$ cat src/rtl/pcode_chip_seq.sv
// pcode_chip_seq: drives the pcode ROM address at an NCO chip rate and emits the selected ROM bit as a chip stream.
// Ports:
//   clk, rst         clock, asynchronous active-low reset
//   en               run enable, gates the chip NCO
//   fcw              chip-rate frequency control word
//   phase_load       pulse loading phase_init as the code phase (wins over a tick)
//   phase_init       chip index to load; out-of-range values load 0 and flag phase_err
//   chan_sel         which of the 8 ROM bits becomes the chip
//   pcode_in         ROM data, valid ROM_LAT cycles after pcode_addr changes
//   pcode_addr       registered ROM address
//   chip_out         registered chip, held between strobes
//   chip_valid       strobe: chip_out updated
//   epoch            strobe with chip_valid of chip index 0
//   phase_err        sticky out-of-range load flag
module pcode_chip_seq #(
   parameter int CODE_LEN = 20460,
   parameter int ADDR_W   = 16,
   parameter int NCO_W    = 32,
   parameter int ROM_LAT  = 1
) (
   input  logic              clk,
   input  logic              rst,
   input  logic              en,
   input  logic [NCO_W-1:0]  fcw,
   input  logic              phase_load,
   input  logic [ADDR_W-1:0] phase_init,
   input  logic [2:0]        chan_sel,
   input  logic [7:0]        pcode_in,
   output logic [ADDR_W-1:0] pcode_addr,
   output logic              chip_out,
   output logic              chip_valid,
   output logic              epoch,
   output logic              phase_err
);
   localparam int P = ROM_LAT + 1;
   localparam logic [ADDR_W-1:0] LAST = ADDR_W'(CODE_LEN - 1);
   logic [NCO_W-1:0]  acc_q, acc_d;
   logic [ADDR_W-1:0] addr_q, addr_d;
   logic [P-1:0]      v_q, v_d, z_q, z_d;
   logic              chip_q, chip_d, valid_q, valid_d, epoch_q, epoch_d, err_q, err_d;
   logic [NCO_W:0]    sum;
   logic              tick, bad;
   // v/z pipeline: stage 0 is visible while the issued address is on pcode_addr,
   // stage ROM_LAT lines up with that address's data on pcode_in.
   always_comb begin
      sum     = {1'b0, acc_q} + {1'b0, fcw};
      tick    = en & sum[NCO_W];
      bad     = phase_init > LAST;
      acc_d   = phase_load ? '0 : en ? sum[NCO_W-1:0] : acc_q;
      addr_d  = phase_load ? (bad ? '0 : phase_init)
              : !tick ? addr_q
              : addr_q == LAST ? '0 : addr_q + ADDR_W'(1);
      err_d   = phase_load ? bad : err_q;
      v_d     = phase_load ? P'(1) : {v_q[P-2:0], tick};
      z_d     = {z_q[P-2:0], addr_d == '0};
      valid_d = v_q[P-1] & ~phase_load;
      epoch_d = valid_d & z_q[P-1];
      chip_d  = valid_d ? pcode_in[chan_sel] : chip_q;
   end
   always_ff @(posedge clk or negedge rst) begin
      if (!rst) begin
         acc_q   <= '0;
         addr_q  <= '0;
         v_q     <= '0;
         z_q     <= '0;
         chip_q  <= 1'b0;
         valid_q <= 1'b0;
         epoch_q <= 1'b0;
         err_q   <= 1'b0;
      end else begin
         acc_q   <= acc_d;
         addr_q  <= addr_d;
         v_q     <= v_d;
         z_q     <= z_d;
         chip_q  <= chip_d;
         valid_q <= valid_d;
         epoch_q <= epoch_d;
         err_q   <= err_d;
      end
   end
   assign pcode_addr = addr_q;
   assign chip_out   = chip_q;
   assign chip_valid = valid_q;
   assign epoch      = epoch_q;
   assign phase_err  = err_q;
endmodule
$ cat config.mk
export PLATFORM = sky130hd
export DESIGN_NAME = pcode_chip_seq
export DESIGN_NICKNAME = d
export VERILOG_FILES = /design/src/rtl/pcode_chip_seq.sv
export SDC_FILE = /design/constraint.sdc
export NUM_CORES = 1
export LEC_CHECK = 0
export CAP_MARGIN = 20
export CORE_ASPECT_RATIO = 0.7
export CORE_UTILIZATION = 30
export DETAILED_ROUTE_END_ITERATION = 16
export PLACE_DENSITY_LB_ADDON = 0.08
export SKIP_CTS_REPAIR_TIMING = 1
export SYNTH_ARGS = -nofsm -noshare
export SYNTH_HDL_FRONTEND = slang
export SYNTH_SLANG_ARGS = --single-unit
export TNS_END_PERCENT = 50
$ cat constraint.sdc
create_clock -name clk -period 8.7 [get_ports clk]
set_input_delay 1.305 -clock clk [delete_from_list [all_inputs] [get_ports clk]]
set_output_delay 1.305 -clock clk [all_outputs]
set_load 0.005 [all_outputs]
==> results of run 1 <==
[power by group]
part	total (mW)	internal (mW)	switching [mW]
Sequential	0.326	0.296	0.0297
Combinational	0.391	0.180	0.211
Clock	0.249	0.145	0.104
[layout make-up]
type	instances	area, µm²	share of cell area (%)
tap	190	238	4.19
clock buffer	6	139	2.45
clock inverter	2	38.8	0.684
multi-input combinational	430	2950	52.1
timing repair buffer	86	846	14.9
inverter	15	56.3	0.993
sequential	56	1400	24.7
[path summary, 6_finish.rpt]
kind / start / to / cells after the start
min reg2reg: z_q[0] / z_q[1] / 0
max in group asynchronous: rst / acc_q[29] / 2
max reg2reg: acc_q[0] / z_q[0] / 12
min: z_q[0] / z_q[1] / 0
min in group asynchronous: rst / acc_q[4] / 2
max: fcw[0] / z_q[0] / 13
[state kept, by name, indices dropped and copies added (netlist names)]
signal      flops
pcode_addr     16
acc_q          32
v_q             2
phase_err       1
epoch           1
chip_out        1
z_q             2
chip_valid      1
[logic make-up after synthesis]
kind of cell               after synthesis  share of synthesized area, %
buffers and inverters                   32                          2.95
adders and majority gates               34                          9.65
xor gates and xnor gates                19                          3.71
AOI/OAI and AO/OA                      158                          24.8
and+or+nand+nor                        200                          22.8
muxes                                   19                          4.82
DFF                                     56                          31.2
[through the flow]
stage / setup slack (ps) / power [mW]
after floorplan: 4740 / 0.593
after global placement: 3830 / 0.718
after detailed placement: 3700 / 0.720
after CTS: 4030 / 0.979
after global routing: 3760 / 1.04
final: 4080 / 0.965
[per-layer routing]
layer  global-route usage, %  vias up
met4                    3.90        0
li1                        -     2096
met1                    27.9     2047
met5                       0        -
met2                    27.0       98
met3                    2.59       12
[critical path, delay by kind of cell]
| kind | cells | cell delay (ps) |
|---|---|---|
| adder cells (fa/ha/maj) | 2 | 590 |
| AND/OR/NAND/NOR | 4 | 800 |
| buffers and inverters | 2 | 540 |
| AO/OA/AOI/OAI | 5 | 1590 |
[layout by cell type (no fill, tap or decap), types with 6 or more instances in the layout]
| cell type | Yosys | final |
|---|---|---|
| clkdlybuf4s50_1 | 0 | 81 |
| dfrtp_1 | 56 | 56 |
| nand2_1 | 55 | 55 |
| nor2_1 | 55 | 55 |
| a21oi_1 | 41 | 41 |
| ha_1 | 33 | 33 |
| o21ai_0 | 25 | 25 |
| a21o_1 | 21 | 21 |
| nand3_1 | 16 | 16 |
| mux2i_1 | 16 | 16 |
| inv_1 | 15 | 15 |
| nand4_1 | 12 | 12 |
| nor3_1 | 12 | 12 |
| xor2_1 | 10 | 10 |
| xnor2_1 | 9 | 9 |
| o21a_1 | 7 | 7 |
| nor2b_1 | 7 | 7 |
| a211oi_1 | 6 | 6 |
| and2_1 | 6 | 6 |
| nor4_1 | 6 | 6 |
| and3_1 | 6 | 6 |
| o311ai_0 | 6 | 6 |
==> results.py, run 1 <==
metrics = {
    "run_status": {
        "status": "completed",
    },
    "layout": {
        "final_util_pct": 39.9,
        "finalNetCount": 691,
        "drive_gt1_share_pct": 5.21,
        "area_delta_synth_final_pct": 26.4,
        "final_area_mm2": 0.00567,
        "fin_cells": 785,
        "nFillCells": 1459,
        "antennaDiodeCount": 0,
    },
    "route": {
        "viasPerCell": 5.42,
        "routedWlPerCell_um": 17.1,
        "drt-met1-wl_um": 7190,
        "wl_met2_um": 5500,
        "finalWirelength_um": 13400,
        "drc_errors": 0,
        "top_layer": "met4",
        "vias": 4253,
        "drt_iter0_markers": 200,
        "firstDrtPassIters": 4,
        "met3_wirelength_um": 573,
        "ant_nets": 0,
    },
    "synthesis": {
        "netlist_instances": 518,
        "synth_commonest_cells": "dfrtp_1, nand2_1, nor2_1, a21oi_1, ha_1",
        "syn-cell-area_mm2": 0.00449,
        "synthDominantCellAreaShare_pct": 31.2,
        "syn_area_per_cell_um2": 8.66,
        "synthesis.nets": 615,
        "yosys.area.top_type": "dfrtp_1",
        "yosysWarnings": 0,
        "synth_edf_count": 0,
        "ys_types": 71,
        "synth.yosys.seq_area_share_pct": 31.2,
        "synthFlopType": "dfrtp_1",
        "synth-seq-cells": 56,
        "async_flop_share_pct": 100,
        "synth_most_common_cell": "dfrtp_1",
        "yosys-top-cells-area": "dfrtp_1, ha_1, nand2_1, nor2_1, a21oi_1",
    },
    "clock_network": {
        "insertion_delay_ps": 310,
        "htreeDepth": 2,
        "cts_tree": "built",
        "clock-sinks": 56,
        "ctsLongestPathBuffers": 2,
        "cts_buffers": 5,
        "clk_pin_slew_ps": 80,
        "cts-root-buf": "clkbuf_16",
    },
    "worst_setup_path": {
        "reg2reg_slack_ps": 5210,
        "cp_slowest_cell": "clkdlybuf4s50_1",
        "startpoint_type": "input port",
        "crit_chain": "clkdlybuf4s50_1, ha_1, inv_1, fa_1, nor2b_2, o31a_2, o2111ai_2, a211o_1, a31oi_4, nand2_1, a311o_1, nor4_1, nor4b_2",
        "crit_path_end_kind": "flop",
        "cp.required_ps": 8920,
        "worstPathMaxFanout": 11,
        "crit_arrival_ps": 4840,
        "path_class": "input port to flop",
        "cpPeakStageDelay_ps": 480,
    },
    "floorplanning": {
        "fp.dieH_um": 104,
        "core_area_mm2": 0.0142,
        "dieWidth_um": 148,
        "start_util_pct": 31.5,
        "dieArea_mm2": 0.0155,
        "pin_count": 83,
        "placementRows": 36,
    },
    "sta": {
        "drv_slew": 0,
        "min_period_ps": 4620,
        "skew_ps": 6.44,
        "max_clock_freq_mhz": 216,
        "holdWs_ps": 381,
        "rsz0062_at_grt": "no",
        "setup_viol": 0,
        "setup-tns-final_ps": 0,
        "maxSlewHeadroom_pct": 42.9,
        "worst_slew_pin_slew_ps": 853,
        "min_period_over_period_pct": 53.2,
        "finalHoldViolations": 0,
    },
    "placement": {
        "place_hpwl_um": 9950,
        "postPlaceCellArea_mm2": 0.00550,
        "dp_cells": 777,
        "place.gp.congestion": 0.845,
        "portBuffers": 82,
    },
    "global_route": {
        "grt_pass1_wl_um": 22700,
        "track_usage_pct": 18.4,
        "antenna_found_initial": 0,
        "grt_max_degree": 57,
        "gr-total-overflow": 0,
        "grt_pass1_vias": 4308,
    },
    "min_path": {
        "hp-class": "flop to flop",
    },
    "job": {
        "drv_cap": 0,
    },
    "pwr": {
        "peakVddDrop_mv": 0.0759,
        "power_density_mw_per_mm2": 170,
        "leakagePower_nw": 2.50,
    },
}
Note: power is estimated with default switching activity, not from simulation.
==> inputs of run 2 (changes only) <==
==> constraint.sdc (replaced) <==
create_clock -name clk -period 4.45 [get_ports clk]
set_input_delay 0.6675 -clock clk [delete_from_list [all_inputs] [get_ports clk]]
set_output_delay 0.6675 -clock clk [all_outputs]
set_load 0.005 [all_outputs]
==> results.py, run 2 (same netlist as run 1, synthesis figures left out) <==
metrics = {
    "run_status": {
        "status": "completed",
    },
    "route": {
        "viasPerCell": 5.43,
        "finalWirelength_um": 13400,
        "vias": 4268,
        "drt_iter0_markers": 247,
        "ant_nets": 0,
        "drc_errors": 0,
        "firstDrtPassIters": 6,
        "routedWlPerCell_um": 17.0,
    },
    "pwr": {
        "seqPwrFrac_pct": 34.7,
        "switching_share_pct": 37.5,
        "leakagePower_nw": 2.49,
        "power.switching_mw": 0.686,
        "power_density_mw_per_mm2": 324,
        "power.share.clock_pct": 23.5,
        "pwr-share-comb_pct": 41.7,
        "peakVddDrop_mv": 0.153,
        "intPower_mw": 1.15,
    },
    "worst_setup_path": {
        "cpPeakStageDelay_ps": 470,
        "worstPathMaxFanout": 11,
        "crit_arrival_ps": 4250,
        "cp_slowest_cell": "clkdlybuf4s50_1",
        "crit_chain": "clkdlybuf4s50_1, ha_1, inv_1, fa_1, nor2b_2, o31a_2, o2111ai_2, a211o_1, a31oi_4, nand2_1, a311o_1, nor4_1, nor4b_2",
        "startpoint_type": "input port",
        "path_buf_inv": 2,
        "cp.required_ps": 4660,
        "critPathTopFamily": "compound AO/OA/AOI/OAI gates",
        "crit_path_end_kind": "flop",
        "path_class": "input port to flop",
    },
    "floorplanning": {
        "dieArea_mm2": 0.0155,
        "fp.dieH_um": 104,
        "placementRows": 36,
        "core_area_mm2": 0.0142,
        "start_util_pct": 31.5,
        "dieWidth_um": 148,
        "pin_count": 83,
    },
    "placement": {
        "place_hpwl_um": 10100,
        "postPlaceCellArea_mm2": 0.00550,
        "place.gp.congestion": 0.858,
        "portBuffers": 82,
        "dp_cells": 778,
    },
    "clock_network": {
        "htreeDepth": 2,
        "cts_buffers": 5,
        "cts-root-buf": "clkbuf_16",
        "clk_pin_slew_ps": 80,
        "insertion_delay_ps": 310,
        "ctsLongestPathBuffers": 2,
        "clock-sinks": 56,
        "cts_tree": "built",
    },
    "sta": {
        "setup-tns-final_ps": 0,
        "drv_slew": 0,
        "worst_slew_pin_slew_ps": 903,
        "rsz0062_at_grt": "no",
        "min_period_over_period_pct": 90.7,
        "min_period_ps": 4040,
        "maxSlewHeadroom_pct": 39.6,
        "finalHoldViolations": 0,
        "max_clock_freq_mhz": 248,
        "skew_ps": 11.7,
        "setup_viol": 0,
    },
    "global_route": {
        "gr-total-overflow": 0,
        "grt_max_degree": 31,
        "grt_util_met3_pct": 3.42,
        "use_met2_pct": 26.7,
        "use_met1_pct": 26.9,
        "top_usage_layer": "met1",
        "antenna_found_initial": 0,
        "track_usage_pct": 18.0,
        "grt_pass1_vias": 4254,
        "grt_pass1_wl_um": 22300,
    },
    "layout": {
        "final_cell_mix": "clkdlybuf4s50_1, dfrtp_1, nand2_1, nor2_1, a21oi_1",
        "largest_reg_flops": 32,
        "fin_cells": 786,
        "finalNetCount": 692,
        "antennaDiodeCount": 0,
        "final_area_mm2": 0.00566,
        "drive_gt1_share_pct": 5.37,
        "layout_commonest_cell": "clkdlybuf4s50_1",
        "area_delta_synth_final_pct": 26.0,
        "max_flop_register": "acc_q",
    },
    "job": {
        "drv_cap": 0,
    },
    "min_path": {
        "hp-class": "flop to flop",
    },
}
[run 2: area by class of cell]
class,instances,area [µm²]
flip-flops and latches,56,1400
fillers,1477,8580
clock inverters,3,27.5
inverters,15,56.3
clock buffers,5,125
well taps,190,238
repair buffers,87,853
multi-input cells,430,2950
[run 2: layer usage]
layer  vias up  share of wire, %
met5         -                 0
met3        11               6.9
li1       2100                 -
met1      2011                51
met2       146                41
met4         0              0.74
[run 2: metrics by stage]
stage / total power, mW / worst slack, ps / hold slack [ps] / utilization [%]
finish: 1.83 / 414 / 383 / 39.7
global route: 1.97 / 201 / 382 / 39.7
CTS: 1.85 / 419 / 385 / 39.7
detailed placement: 1.41 / 100 / 365 / 38.7
global placement: 1.40 / 215 / 368 / 38.7
floorplan: 1.16 / 1120 / 331 / -
[run 2: power by group through the flow]
stage	Combinational (mW)	Clock, mW	Sequential, mW
2_1_floorplan	0.527	0	0.631
3_3_place_gp	0.760	0	0.644
3_5_place_dp	0.760	0	0.646
4_1_cts	0.765	0.445	0.636
5_1_grt	0.857	0.468	0.647
6_report	0.764	0.430	0.636
[run 2: path summary, 6_finish.rpt]
path	from	end	slack (ps)	cells after the start
hold / removal	z_q[0]	z_q[1]	380	0
hold reg to reg	z_q[0]	z_q[1]	380	0
setup reg to reg	acc_q[0]	z_q[0]	900	12
setup / recovery	fcw[0]	z_q[0]	410	13
min in group asynchronous	rst	acc_q[5]	450	1
max in group asynchronous	rst	pcode_addr[6]	3120	2
[run 2: worst reg2reg max path, stage by stage, from the launching register on]
cell and delay (ps):
dfrtp_1 360, ha_1 200, inv_1 60, fa_1 390
nor2b_2 160, o31a_2 180, o2111ai_2 210, a211o_1 400
a31oi_4 410, nand2_1 90, a311o_1 370, nor4_1 360
nor4b_2 270
